## src/rtl/nes_cap_pkg.sv

```systemverilog
// nes_cap_pkg: shared geometry constants, capture FSM states and the FIFO word layout
// for the NES frame streamer.
package nes_cap_pkg;

  localparam int unsigned H_VIS          = 256;
  localparam int unsigned V_VIS          = 240;
  localparam int unsigned WORDS_PER_LINE = 64;
  localparam int unsigned DATA_W         = 32;

  typedef enum logic [1:0] {
    ST_IDLE,
    ST_ARMED,
    ST_CAPTURE,
    ST_RESYNC
  } cap_state_t;

  typedef struct packed {
    logic              tuser;
    logic              tlast;
    logic [DATA_W-1:0] tdata;
  } cap_word_t;

  localparam int unsigned WORD_W = $bits(cap_word_t);

endpackage

```

## src/rtl/nes_cap_fifo.sv

```systemverilog
// nes_cap_fifo: synchronous first-word-fall-through FIFO. The head entry is presented
// straight from the storage flops, so a word written into an empty FIFO is visible the
// next cycle. A write into a full FIFO is accepted when a read happens on the same edge.
module nes_cap_fifo #(
  parameter int unsigned WIDTH = 34,
  parameter int unsigned DEPTH = 16
) (
  input  logic             i_clk,
  input  logic             i_rst_n,
  input  logic             i_wr_en,
  input  logic [WIDTH-1:0] i_wr_data,
  input  logic             i_rd_en,
  output logic [WIDTH-1:0] o_rd_data,
  output logic             o_full,
  output logic             o_empty
);

  localparam int unsigned AW = $clog2(DEPTH);
  localparam int unsigned CW = AW + 1;

  logic [WIDTH-1:0] r_mem [DEPTH];
  logic [AW-1:0]    r_wr_ptr;
  logic [AW-1:0]    r_rd_ptr;
  logic [CW-1:0]    r_count;
  logic [CW-1:0]    w_count_nxt;
  logic             r_full;
  logic             r_empty;
  logic             w_wr;
  logic             w_rd;

  assign w_rd        = i_rd_en && !r_empty;
  assign w_wr        = i_wr_en && (!r_full || w_rd);
  assign w_count_nxt = r_count + CW'(w_wr) - CW'(w_rd);

  // Storage, pointers and registered occupancy flags.
  always_ff @(posedge i_clk or negedge i_rst_n) begin
    if (!i_rst_n) begin
      for (int unsigned i = 0; i < DEPTH; i++) begin
        r_mem[i] <= '0;
      end
      r_wr_ptr <= '0;
      r_rd_ptr <= '0;
      r_count  <= '0;
      r_full   <= 1'b0;
      r_empty  <= 1'b1;
    end else begin
      if (w_wr) begin
        r_mem[r_wr_ptr] <= i_wr_data;
        r_wr_ptr        <= r_wr_ptr + AW'(1);
      end
      if (w_rd) begin
        r_rd_ptr <= r_rd_ptr + AW'(1);
      end
      r_count <= w_count_nxt;
      r_full  <= (w_count_nxt == CW'(DEPTH));
      r_empty <= (w_count_nxt == '0);
    end
  end

  assign o_rd_data = r_mem[r_rd_ptr];
  assign o_full    = r_full;
  assign o_empty   = r_empty;

endmodule

```

## src/rtl/nes_frame_streamer.sv

```systemverilog
// nes_frame_streamer: captures the visible 256x240 NES PPU picture, packs four 6-bit
// pixels per 32-bit word and streams the words out over AXI-Stream (tuser = frame start,
// tlast = line end). Define NES_FRAME_STREAMER_STATS_EN to get live frame/drop counters;
// otherwise frame_cnt and drop_cnt read as zero.
module nes_frame_streamer
  import nes_cap_pkg::*;
#(
  parameter int unsigned FIFO_DEPTH = 16
) (
  input  logic        clk,
  input  logic        rst,
  input  logic        pix_ce,
  input  logic [5:0]  color,
  input  logic [8:0]  scanline,
  input  logic [8:0]  cycle,
  input  logic        enable,
  input  logic        single,
  output logic [31:0] m_axis_tdata,
  output logic        m_axis_tvalid,
  input  logic        m_axis_tready,
  output logic        m_axis_tlast,
  output logic        m_axis_tuser,
  output logic        busy,
  output logic        overflow,
  output logic [15:0] frame_cnt,
  output logic [15:0] drop_cnt
);

  cap_state_t  r_state;
  cap_state_t  w_state_nxt;
  logic [7:0]  w_x;
  logic        w_visible;
  logic        w_frame_start;
  logic        w_vblank;
  logic        w_cap_pix;
  logic [23:0] r_pack;
  cap_word_t   r_word;
  logic        r_word_vld;
  logic        r_word_eof;
  logic        r_oneshot_hold;
  logic        r_overflow;
  logic        r_busy;
  logic        w_push;
  logic        w_pop;
  logic        w_drop;
  logic        w_frame_end;
  logic        w_fifo_full;
  logic        w_fifo_empty;
  cap_word_t   w_fifo_word;

  // Pixel classification, only meaningful on pix_ce cycles.
  assign w_x           = cycle[7:0] - 8'd1;
  assign w_visible     = pix_ce && (scanline < 9'(V_VIS)) && (cycle != 9'd0) && (cycle <= 9'(H_VIS));
  assign w_frame_start = w_visible && (scanline == 9'd0) && (cycle == 9'd1);
  assign w_vblank      = pix_ce && (scanline >= 9'(V_VIS));
  assign w_cap_pix     = w_visible &&
                         ((r_state == ST_CAPTURE) ||
                          ((r_state == ST_ARMED) && enable && w_frame_start));

  assign w_push      = r_word_vld && (r_state == ST_CAPTURE);
  assign w_pop       = m_axis_tvalid && m_axis_tready;
  assign w_drop      = w_push && w_fifo_full && !w_pop;
  assign w_frame_end = w_push && r_word_eof && !w_drop;

  // Capture FSM state register.
  always_ff @(posedge clk or negedge rst) begin
    if (!rst) begin
      r_state <= ST_IDLE;
    end else begin
      r_state <= w_state_nxt;
    end
  end

  // Capture FSM next-state logic; capture disable only takes effect at frame end.
  always_comb begin
    w_state_nxt = r_state;
    case (r_state)
      ST_IDLE: begin
        if (enable && !r_oneshot_hold) w_state_nxt = ST_ARMED;
      end
      ST_ARMED: begin
        if (!enable)            w_state_nxt = ST_IDLE;
        else if (w_frame_start) w_state_nxt = ST_CAPTURE;
      end
      ST_CAPTURE: begin
        if (w_drop)           w_state_nxt = ST_RESYNC;
        else if (w_frame_end) w_state_nxt = (enable && !single) ? ST_ARMED : ST_IDLE;
      end
      ST_RESYNC: begin
        if (w_vblank) w_state_nxt = enable ? ST_ARMED : ST_IDLE;
      end
      default: w_state_nxt = ST_IDLE;
    endcase
  end

  // Pixel packer: lanes 0..2 collect in r_pack, lane 3 completes a word pushed next clk.
  always_ff @(posedge clk or negedge rst) begin
    if (!rst) begin
      r_pack     <= '0;
      r_word     <= '0;
      r_word_vld <= 1'b0;
      r_word_eof <= 1'b0;
    end else begin
      r_word_vld <= 1'b0;
      if (w_cap_pix) begin
        case (w_x[1:0])
          2'd0:    r_pack[7:0]   <= {2'b00, color};
          2'd1:    r_pack[15:8]  <= {2'b00, color};
          2'd2:    r_pack[23:16] <= {2'b00, color};
          default: begin
            r_word.tdata <= {2'b00, color, r_pack};
            r_word.tlast <= (w_x[7:2] == 6'(WORDS_PER_LINE - 1));
            r_word.tuser <= (scanline == 9'd0) && (w_x[7:2] == 6'd0);
            r_word_eof   <= (scanline == 9'(V_VIS - 1)) && (w_x == 8'(H_VIS - 1));
            r_word_vld   <= 1'b1;
          end
        endcase
      end
    end
  end

  // Status: sticky overflow, busy, and one-shot hold that blocks re-arming until
  // enable is released after a single-mode frame.
  always_ff @(posedge clk or negedge rst) begin
    if (!rst) begin
      r_overflow     <= 1'b0;
      r_busy         <= 1'b0;
      r_oneshot_hold <= 1'b0;
    end else begin
      if (w_drop) begin
        r_overflow <= 1'b1;
      end else if ((r_state == ST_IDLE) && (w_state_nxt == ST_ARMED)) begin
        r_overflow <= 1'b0;
      end
      r_busy <= (w_state_nxt != ST_IDLE);
      if (!enable) begin
        r_oneshot_hold <= 1'b0;
      end else if (w_frame_end && single) begin
        r_oneshot_hold <= 1'b1;
      end
    end
  end

  nes_cap_fifo #(
    .WIDTH (WORD_W),
    .DEPTH (FIFO_DEPTH)
  ) u_fifo (
    .i_clk     (clk),
    .i_rst_n   (rst),
    .i_wr_en   (w_push),
    .i_wr_data (r_word),
    .i_rd_en   (m_axis_tready),
    .o_rd_data (w_fifo_word),
    .o_full    (w_fifo_full),
    .o_empty   (w_fifo_empty)
  );

  assign m_axis_tdata  = w_fifo_word.tdata;
  assign m_axis_tlast  = w_fifo_word.tlast;
  assign m_axis_tuser  = w_fifo_word.tuser;
  assign m_axis_tvalid = !w_fifo_empty;
  assign busy          = r_busy;
  assign overflow      = r_overflow;

`ifdef NES_FRAME_STREAMER_STATS_EN
  logic [15:0] r_frame_cnt;
  logic [15:0] r_drop_cnt;

  // Completed and aborted frame counters, wrapping modulo 2^16.
  always_ff @(posedge clk or negedge rst) begin
    if (!rst) begin
      r_frame_cnt <= '0;
      r_drop_cnt  <= '0;
    end else begin
      if (w_frame_end) r_frame_cnt <= r_frame_cnt + 16'd1;
      if (w_drop)      r_drop_cnt  <= r_drop_cnt + 16'd1;
    end
  end

  assign frame_cnt = r_frame_cnt;
  assign drop_cnt  = r_drop_cnt;
`else
  assign frame_cnt = '0;
  assign drop_cnt  = '0;
`endif

endmodule

```

## config.mk

```make
export PLATFORM = sky130hd
export DESIGN_NAME = nes_frame_streamer
export DESIGN_NICKNAME = d
export VERILOG_FILES = /design/src/rtl/nes_cap_pkg.sv /design/src/rtl/nes_cap_fifo.sv /design/src/rtl/nes_frame_streamer.sv
export SDC_FILE = /design/constraint.sdc
export NUM_CORES = 1
export LEC_CHECK = 0
export BUFFER_PORTS_ARGS = -buffer_cell sky130_fd_sc_hd__buf_2
export CAP_MARGIN = 20
export CELL_PAD_IN_SITES_DETAIL_PLACEMENT = 0
export CELL_PAD_IN_SITES_GLOBAL_PLACEMENT = 2
export CORE_UTILIZATION = 45
export DETAILED_ROUTE_END_ITERATION = 12
export GPL_ROUTABILITY_DRIVEN = 1
export PLACE_DENSITY = 0.79
export SETUP_SLACK_MARGIN = 0.4
export SLEW_MARGIN = 20
export SYNTH_ARGS = -nofsm -noshare
export SYNTH_HDL_FRONTEND = slang
export SYNTH_SLANG_ARGS = --single-unit
export TNS_END_PERCENT = 50
```

## constraint.sdc

```tcl
create_clock -name clk -period 3.6 [get_ports clk]
set_input_delay 0.18 -clock clk [delete_from_list [all_inputs] [get_ports clk]]
set_output_delay 0.18 -clock clk [all_outputs]
set_load 0.02 [all_outputs]
```

==> out/qor.yml, run 1 <==
final_layout:
  seq_area_um2: 12100
  final_common_cell: "dfrtp_1"
  drive_gt1_share_pct: 55.2
  multi_input_area_um2: 9230
  diodes: 0
  nFillCells: 3958
  layout_common_cells: "dfrtp_1 (477), mux2_2 (442), mux4_2 (130)"
  synthToLayoutAreaGrowth_pct: 13.8
  nNetsFinal: 1456
power_and_ir_drop:
  pwr_density_cell_nw_per_um2: 523
  ir_drop_v: 0.000324
  pwr-share-seq_pct: 45.0
  finalPower_uw: 13000
  p_leak_uw: 0.0120
  combPwrFrac_pct: 14.5
  clkPwrFrac_pct: 40.5
  switching_share_pct: 26.4
  intPower_uw: 9570
  switching_power_uw: 3440
route:
  dr.pass1.iters: 4
  drt-met1-wl_um: 22500
  route.detailed.drc: 0
  routed_wirelength_um: 49300
  vias_per_cell: 5.64
  wl_per_cell_um: 23.8
  ant_nets: 0
  vias: 11677
  route.met2.wl_um: 24000
  drt-initial-drc-count: 564
  met3WireLength_um: 1820
  top_layer: "met4"
run_status:
  status: "completed"
setup_path:
  timing.rr.start: "r_state[0]"
  worstPathRequired_ns: 3.42
  worst_setup_path_end_kind: "primary output"
  worstPathMaxFanout: 16
  r2r_cells: 7
  timing.rr.end: "u_fifo.r_mem[509]"
  start_kind: "register"
  reg2reg_slack_ns: 0.94
  cp_data_arrival_time_ns: 2.83
  path_class: "register to primary output"
yosys:
  synth_top_area_share_pct: 55.1
  syn_avg_cell_area_um2: 16.3
  yosys_warnings: 0
  synthArstFlopShare_pct: 100
  ys.flop_type: "dfrtp_1"
  synth_area_um2: 21900
  netlist.top_cell.by_area: "dfrtp_1"
  ys_top_cells_by_area: "dfrtp_1 (55%), mux2_2 (23%), mux4_2 (13%), buf_4 (1.7%), mux2_4 (1.2%)"
  netlist_instances: 1341
  synth_cell_type_count: 44
  ys_seq_area_share_pct: 55.2
  ys_ff_latch: 482
  synth_edf_count: 0
floorplan:
  die-area_um2: 49500
  die_h_um: 222
  start_util_pct: 45.7
  io_pins: 99
  die_w_um: 222
  rows: 80
  core_area_um2: 47800
timing:
  hold_viol: 0
  worst_slew_pin_slew_ns: 1.17
  clock_skew_ns: 0.0148
  grt_setup_unrepaired: "no"
  min_period_ns: 3.01
  fmax_mhz: 332
  fin_crit_sh_pct: 83.7
  maxSlewViolCount: 0
  fin_tns_setup_ns: 0
  slew_headroom_pct: 21.9
  setup_viol: 0
global_routing:
  grt_usage_pct: 21.1
  grt_max_degree: 117
  grt_pass1_wl_um: 79100
  overflow: 0
  grt_pass1_vias: 12773
  antenna_found_initial: 0
placement:
  numPortBuffers: 58
  dp_hpwl_um: 29900
  gp_congestion: 0.744
clock_tree:
  numCtsBuffers: 52
  cts_tree: "done"
  clock_latency_ns: 0.59
  clkSinkCount: 482
  cts_buffer_depth: 3
  cts_resized: 0
  cts_root_buffer: "clkbuf_16"
  h-tree-depth: 2
  clk_pin_slew_ns: 0.06
min_path:
  worstHoldStart: "color[5]"
  holdCritPathClass: "input port to register"
  min_to: "r_pack[5]"
  holdPathStages: 2
job:
  max_cap_violations: 0
critical path, cell delays in order, from the launching register on:
cell     delay [ns]
dfrtp_4        0.72
buf_12         0.24
mux4_2         0.53
mux4_2         0.55
buf_2          0.19
area by class of cell:
type                            count  share of cell area, %
Clock buffer                       82                   6.37
Clock inverter                     12                  0.442
Inverter                           17                  0.256
Multi-Input combinational cell    744                   37.1
Sequential cell                   482                   48.5
Tap cell                          615                   3.09
Timing Repair Buffer              118                   4.22
state kept, by name (all words and copies together), names as in the netlist, 2 cells and up:
register,count
u_fifo.r_rd_ptr,4
r_state,2
u_fifo.r_mem,416
u_fifo.r_count,5
u_fifo.r_wr_ptr,4
r_pack,18
r_word,26
Yosys cell counts, types with 3 or more instances:
master,count
dfrtp_1,481
mux2_2,442
mux4_2,130
buf_4,49
clkbuf_1,47
buf_2,31
mux2_4,18
inv_1,17
nand2_1,17
nor2_1,15
ha_1,10
xnor2_1,10
buf_1,8
nor3_1,6
a21oi_1,5
nand2b_1,5
nand4_1,5
o21ai_0,4
nor2_2,3
nor3_2,3
or4_1,3
stage by stage:
step	util (%)	worst slack, ns	hold WS (ns)	instance area, µm²	std cells
final	52.0	0.586	0.0340	24900	2070
after detailed placement	48.2	0.923	0.351	23000	1963
after global routing	52.0	0.467	0.0220	24900	2070
after floorplan	-	1.08	-0.116	22000	1380
after global placement	48.2	0.908	0.346	23000	1963
after CTS	52.0	0.495	0.0106	24900	2070
timing repair:
| item | in CTS | in global routing |
|---|---|---|
| endpoints found under the setup margin | 20 | 0 |
| hold endpoints to repair | 130 | 0 |
| hold buffers | 12 | 0 |
| buffers inserted | 1 | 0 |
logic make-up (layout without fill, tap and decap cells):
kind of cell / Yosys count / count (layout) / synth area share [%]
mux: 591 / 591 / 37.4
flops: 482 / 482 / 55.2
buf+inv: 154 / 229 / 3.73
simple gates: 73 / 73 / 2.01
compound gates: 19 / 19 / 0.567
fa+ha+maj: 11 / 11 / 0.664
xor+xnor: 10 / 10 / 0.401
other cells: 1 / 40 / 0.0172
routing by layer:
metal  vias up  track usage [%]
li1       5033                -
met1      6401             29.7
met2       172             34.3
met3        71             3.44
met4         0             5.25
met5         -                0
worst max-delay path by stage:
stage | startpoint | end | cells past startpoint | slack, ns
6_report | u_fifo.r_rd_ptr[0] | m_axis_tdata[29] | 4 | 0.59
5_1_grt | u_fifo.r_rd_ptr[0] | m_axis_tdata[4] | 4 | 0.47
4_1_cts | u_fifo.r_rd_ptr[0] | m_axis_tdata[4] | 4 | 0.50
3_5_place_dp | r_state[0] | u_fifo.r_mem[509] | 7 | 0.92
3_3_place_gp | r_state[0] | u_fifo.r_mem[476] | 7 | 0.91
2_1_floorplan | u_fifo.o_empty | u_fifo.o_full | 10 | 1.08
power groups by stage:
stage	Clock (µW)	Combinational [µW]	Sequential (µW)
5_1_grt	5630	2060	5870
4_1_cts	5400	1950	5860
2_1_floorplan	0	1500	5630
6_report	5260	1890	5850
3_5_place_dp	0	1860	6000
3_3_place_gp	0	1850	5990
(Power assumes the default switching activity.)
==> run 2, diff against run 1 <==
--- a/config.mk
+++ b/config.mk
@@ -5,14 +5,15 @@
 export SDC_FILE = /design/constraint.sdc
 export NUM_CORES = 1
 export LEC_CHECK = 0
+export ABC_AREA = 1
 export BUFFER_PORTS_ARGS = -buffer_cell sky130_fd_sc_hd__buf_2
 export CAP_MARGIN = 20
 export CELL_PAD_IN_SITES_DETAIL_PLACEMENT = 0
 export CELL_PAD_IN_SITES_GLOBAL_PLACEMENT = 2
-export CORE_UTILIZATION = 45
+export CORE_UTILIZATION = 39
 export DETAILED_ROUTE_END_ITERATION = 12
 export GPL_ROUTABILITY_DRIVEN = 1
-export PLACE_DENSITY = 0.79
+export PLACE_DENSITY = 0.81
 export SETUP_SLACK_MARGIN = 0.4
 export SLEW_MARGIN = 20
 export SYNTH_ARGS = -nofsm -noshare
==> constraint.sdc (replaced) <==
create_clock -name clk -period 3.05 [get_ports clk]
set_input_delay 0.1525 -clock clk [delete_from_list [all_inputs] [get_ports clk]]
set_output_delay 0.1525 -clock clk [all_outputs]
set_load 0.02 [all_outputs]
==> run 2 against run 1 <==
  * Power increased by 60%
  * Highest routed layer unchanged
  * Register-to-register slack got worse by 0.32 ns
  * Critical path depth grew 7
  * Sequential share of layout area is 1.0 points lower
  * Utilization decreased by 6.1 points
  * Count of clock-buffer cells in the layout is 5 lower
  * Non-clock buffer count grew 31
==> out/qor.yml, run 2 <==
run_status:
  status: "completed"
setup_path:
  worstPathMaxFanout: 16  # unchanged
  worstPathRequired_ns: 2.90  # -0.52 ns
  worst_setup_path_end_kind: "primary output"
  path_class: "register to primary output"
  start_kind: "register"
  reg2reg_slack_ns: 0.62  # -0.32 ns
  cp_data_arrival_time_ns: 2.52  # -0.31 ns
min_path:
  holdCritPathClass: "input port to register"
final_layout:
  largest_reg_flops: 416  # unchanged
  diodes: 0  # unchanged
  layout_common_cells: "nand2_1 (563), dfrtp_1 (478), o21ai_0 (333)"
  reg_top3: "u_fifo.r_mem x416, r_word x26, r_pack x18"
  nNetsFinal: 2466  # +69%
  drive_gt1_share_pct: 11.5  # -44 points
  final_common_cell: "nand2_1"
  fin_cells: 3218  # +55%
  synthToLayoutAreaGrowth_pct: 15.8
  nFillCells: 5388  # +36%
  top_register: "u_fifo.r_mem"
  final_core_util_pct: 45.9  # -6.1 points
route:
  drt-initial-drc-count: 1605  # +180%
  dr.pass1.iters: 5  # +1
  routed_wirelength_um: 66100  # +34%
  wl_per_cell_um: 20.5  # -14%
  vias: 17145  # +47%
  ant_nets: 0  # unchanged
  route.detailed.drc: 0  # unchanged
  vias_per_cell: 5.33  # -5.6%
yosys:
  yosys_warnings: 0  # unchanged
  ys.flop_type: "dfrtp_1"
  synthArstFlopShare_pct: 100  # unchanged
  netlist.top_cell.by_area: "dfrtp_1"
  netlist_instances: 2417  # +80%
  ys_top_cells_by_area: "dfrtp_1 (55%), nand2_1 (9.7%), o21ai_0 (7.7%), o21ai_1 (4.3%), mux2i_1 (3.8%)"
  ys_ff_latch: 482  # unchanged
  synth_edf_count: 0  # unchanged
  syn_avg_cell_area_um2: 9.08  # -44%
  synth_area_um2: 21900  # +0.35%
  synth_cell_type_count: 41  # -6.8%
  synth_top_area_share_pct: 54.9  # -0.19 points
  synth.most_common_cell: "nand2_1"
  yosys-top-cells-count: "nand2_1 (567), dfrtp_1 (481), o21ai_0 (338), o21ai_1 (190), nor2_1 (172)"
  ys_seq_area_share_pct: 55.0  # -0.19 points
clock_tree:
  cts_tree: "done"
  clock_latency_ns: 0.61  # +0.02 ns
  clkSinkCount: 482  # unchanged
  clk_pin_slew_ns: 0.06  # about the same
  h-tree-depth: 2  # unchanged
  cts_buffer_depth: 3  # unchanged
  numCtsBuffers: 53  # +1.9%
  cts_root_buffer: "clkbuf_16"
power_and_ir_drop:
  switching_share_pct: 36.0  # +9.6 points
  combPwrFrac_pct: 33.5  # +19 points
  p_leak_uw: 0.0115  # -4.7%
  pwr-share-seq_pct: 32.6  # -12 points
  finalPower_uw: 20800  # +60%
  ir_drop_v: 0.000476  # +47%
  intPower_uw: 13300  # +39%
  pwr_density_cell_nw_per_um2: 817  # +56%
  switching_power_uw: 7470  # +120%
  clkPwrFrac_pct: 33.9  # -6.6 points
timing:
  worst_slew_pin_slew_ns: 0.982  # -0.189 ns
  grt_setup_unrepaired: "yes"
  fin_hold_ws_ns: 0.0379  # +0.00387 ns
  slew_headroom_pct: 34.6  # +13 points
  min_period_ns: 2.67
  fin_crit_sh_pct: 87.6
  fin_tns_setup_ns: 0  # unchanged
  clock_skew_ns: 0.0192  # +0.00435 ns
  fmax_mhz: 374
  setup_viol: 0  # unchanged
  maxSlewViolCount: 0  # unchanged
  hold_viol: 0  # unchanged
floorplan:
  die_w_um: 239  # +7.5%
  io_pins: 99  # unchanged
  start_util_pct: 39.7  # -6.0 points
  die-area_um2: 57200  # +16%
  die_h_um: 239  # +7.5%
  rows: 86  # +7.5%
  core_area_um2: 55300  # +16%
placement:
  dp_hpwl_um: 35100  # +18%
  numPortBuffers: 58  # unchanged
  gp_congestion: 0.750  # +0.90%
  dp.cells: 3075  # +57%
global_routing:
  grt_max_degree: 111  # -5.1%
  overflow: 0  # unchanged
  grt_pass1_vias: 16623  # +30%
  antenna_found_initial: 1  # +1
  grt_pass1_wl_um: 99300  # +26%
  grt_usage_pct: 22.6  # +1.5 points
job:
  max_cap_violations: 0  # unchanged
==> run 2: changes by cell type in the layout (fill, tap and decap cells not counted), moves of 62 or more <==
cell	previous run	this run
nand2_1	17	563
nand3_1	1	79
nor2_1	6	171
mux2_2	442	0
o21ai_0	4	333
o221ai_1	0	62
o21ai_1	1	195
mux2i_1	1	83
mux4_2	130	0
==> run 2: kinds of logic (layout without fill, tap and decap cells) <==
logic type               count (synthesis)  after routing  share of synthesized area (%)
AO/OA/AOI/OAI                          675            675                           17.4
XOR/XNOR                                11             11                          0.439
adder cells (fa/ha/maj)                 11             11                          0.662
buffers and inverters                  298            312                           6.44
flip-flops                             482            482                           55.0
multiplexers                            83             83                           3.79
other                                    1             40                         0.0171
AND/OR/NAND/NOR                        856            856                           16.3
==> run 2: layer usage <==
metal / part of all wire [%] / global-route usage [%]
met1: 48 / 33.1
met2: 45 / 35.1
met3: 5.4 / 3.08
met4: 1.6 / 5.73
met5: 0 / 0
==> run 2: power by group through the flow <==
stage | Combinational [µW] | Sequential (µW) | Clock (µW)
detailed placement | 6000 | 6890 | 0
global placement | 6000 | 6880 | 0
finish | 6960 | 6760 | 7040
CTS | 6100 | 6760 | 7200
floorplan | 4000 | 6770 | 0
global route | 7500 | 6770 | 7440
==> run 2: critical path, cell delays in order, from the launching register on <==
cell and delay, ns:
dfrtp_4 0.54, buf_12 0.15, clkinv_8 0.13, buf_12 0.17, buf_6 0.15, nor2_1 0.05
nor2_1 0.07, o21ai_0 0.10, o211ai_1 0.12, o211ai_1 0.13, nand2_1 0.15, buf_4 0.15
==> run 2: area by class of cell <==
class | count | area [µm²] | area share [%]
Clock inverter | 23 | 328 | 1.29
Sequential cell | 482 | 12100 | 47.5
Tap cell | 748 | 936 | 3.68
Timing Repair Buffer | 149 | 1540 | 6.06
Inverter | 63 | 259 | 1.02
Multi-Input combinational cell | 1676 | 8680 | 34.1
Clock buffer | 77 | 1600 | 6.29
==> run 2: through the flow <==
| stage | area [µm²] | setup slack (ns) |
|---|---|---|
| 6_report | 25400 | 0.379 |
| 5_1_grt | 25400 | 0.307 |
| 4_1_cts | 25000 | 0.310 |
| 3_5_place_dp | 22800 | 0.452 |
| 3_3_place_gp | 22800 | 0.524 |
| 2_1_floorplan | 22100 | 0.732 |
==> run 2: path summary, 6_finish.rpt <==
path / start / endpoint / cells past startpoint
setup reg to reg: r_state[0] / u_fifo.r_mem[481] / 9
hold reg to reg: r_pack[21] / r_pack[21] / 2
min in group asynchronous: rst / u_fifo.r_count[3] / 2
max in group asynchronous: rst / u_fifo.r_mem[474] / 3
setup / recovery: u_fifo.r_rd_ptr[0] / m_axis_tdata[21] / 11
hold / removal: cycle[7] / r_word[32] / 6
==> run 2: repair_timing <==
| action | in CTS | in global routing |
|---|---|---|
| gates resized for setup | 10 | 39 |
| buffers inserted | 1 | 13 |
| endpoints found under the hold margin | 112 | 0 |
| gates cloned | 0 | 9 |
| hold buffers | 20 | 0 |
| pin swaps | 0 | 9 |
| endpoints found under the setup margin | 26 | 148 |
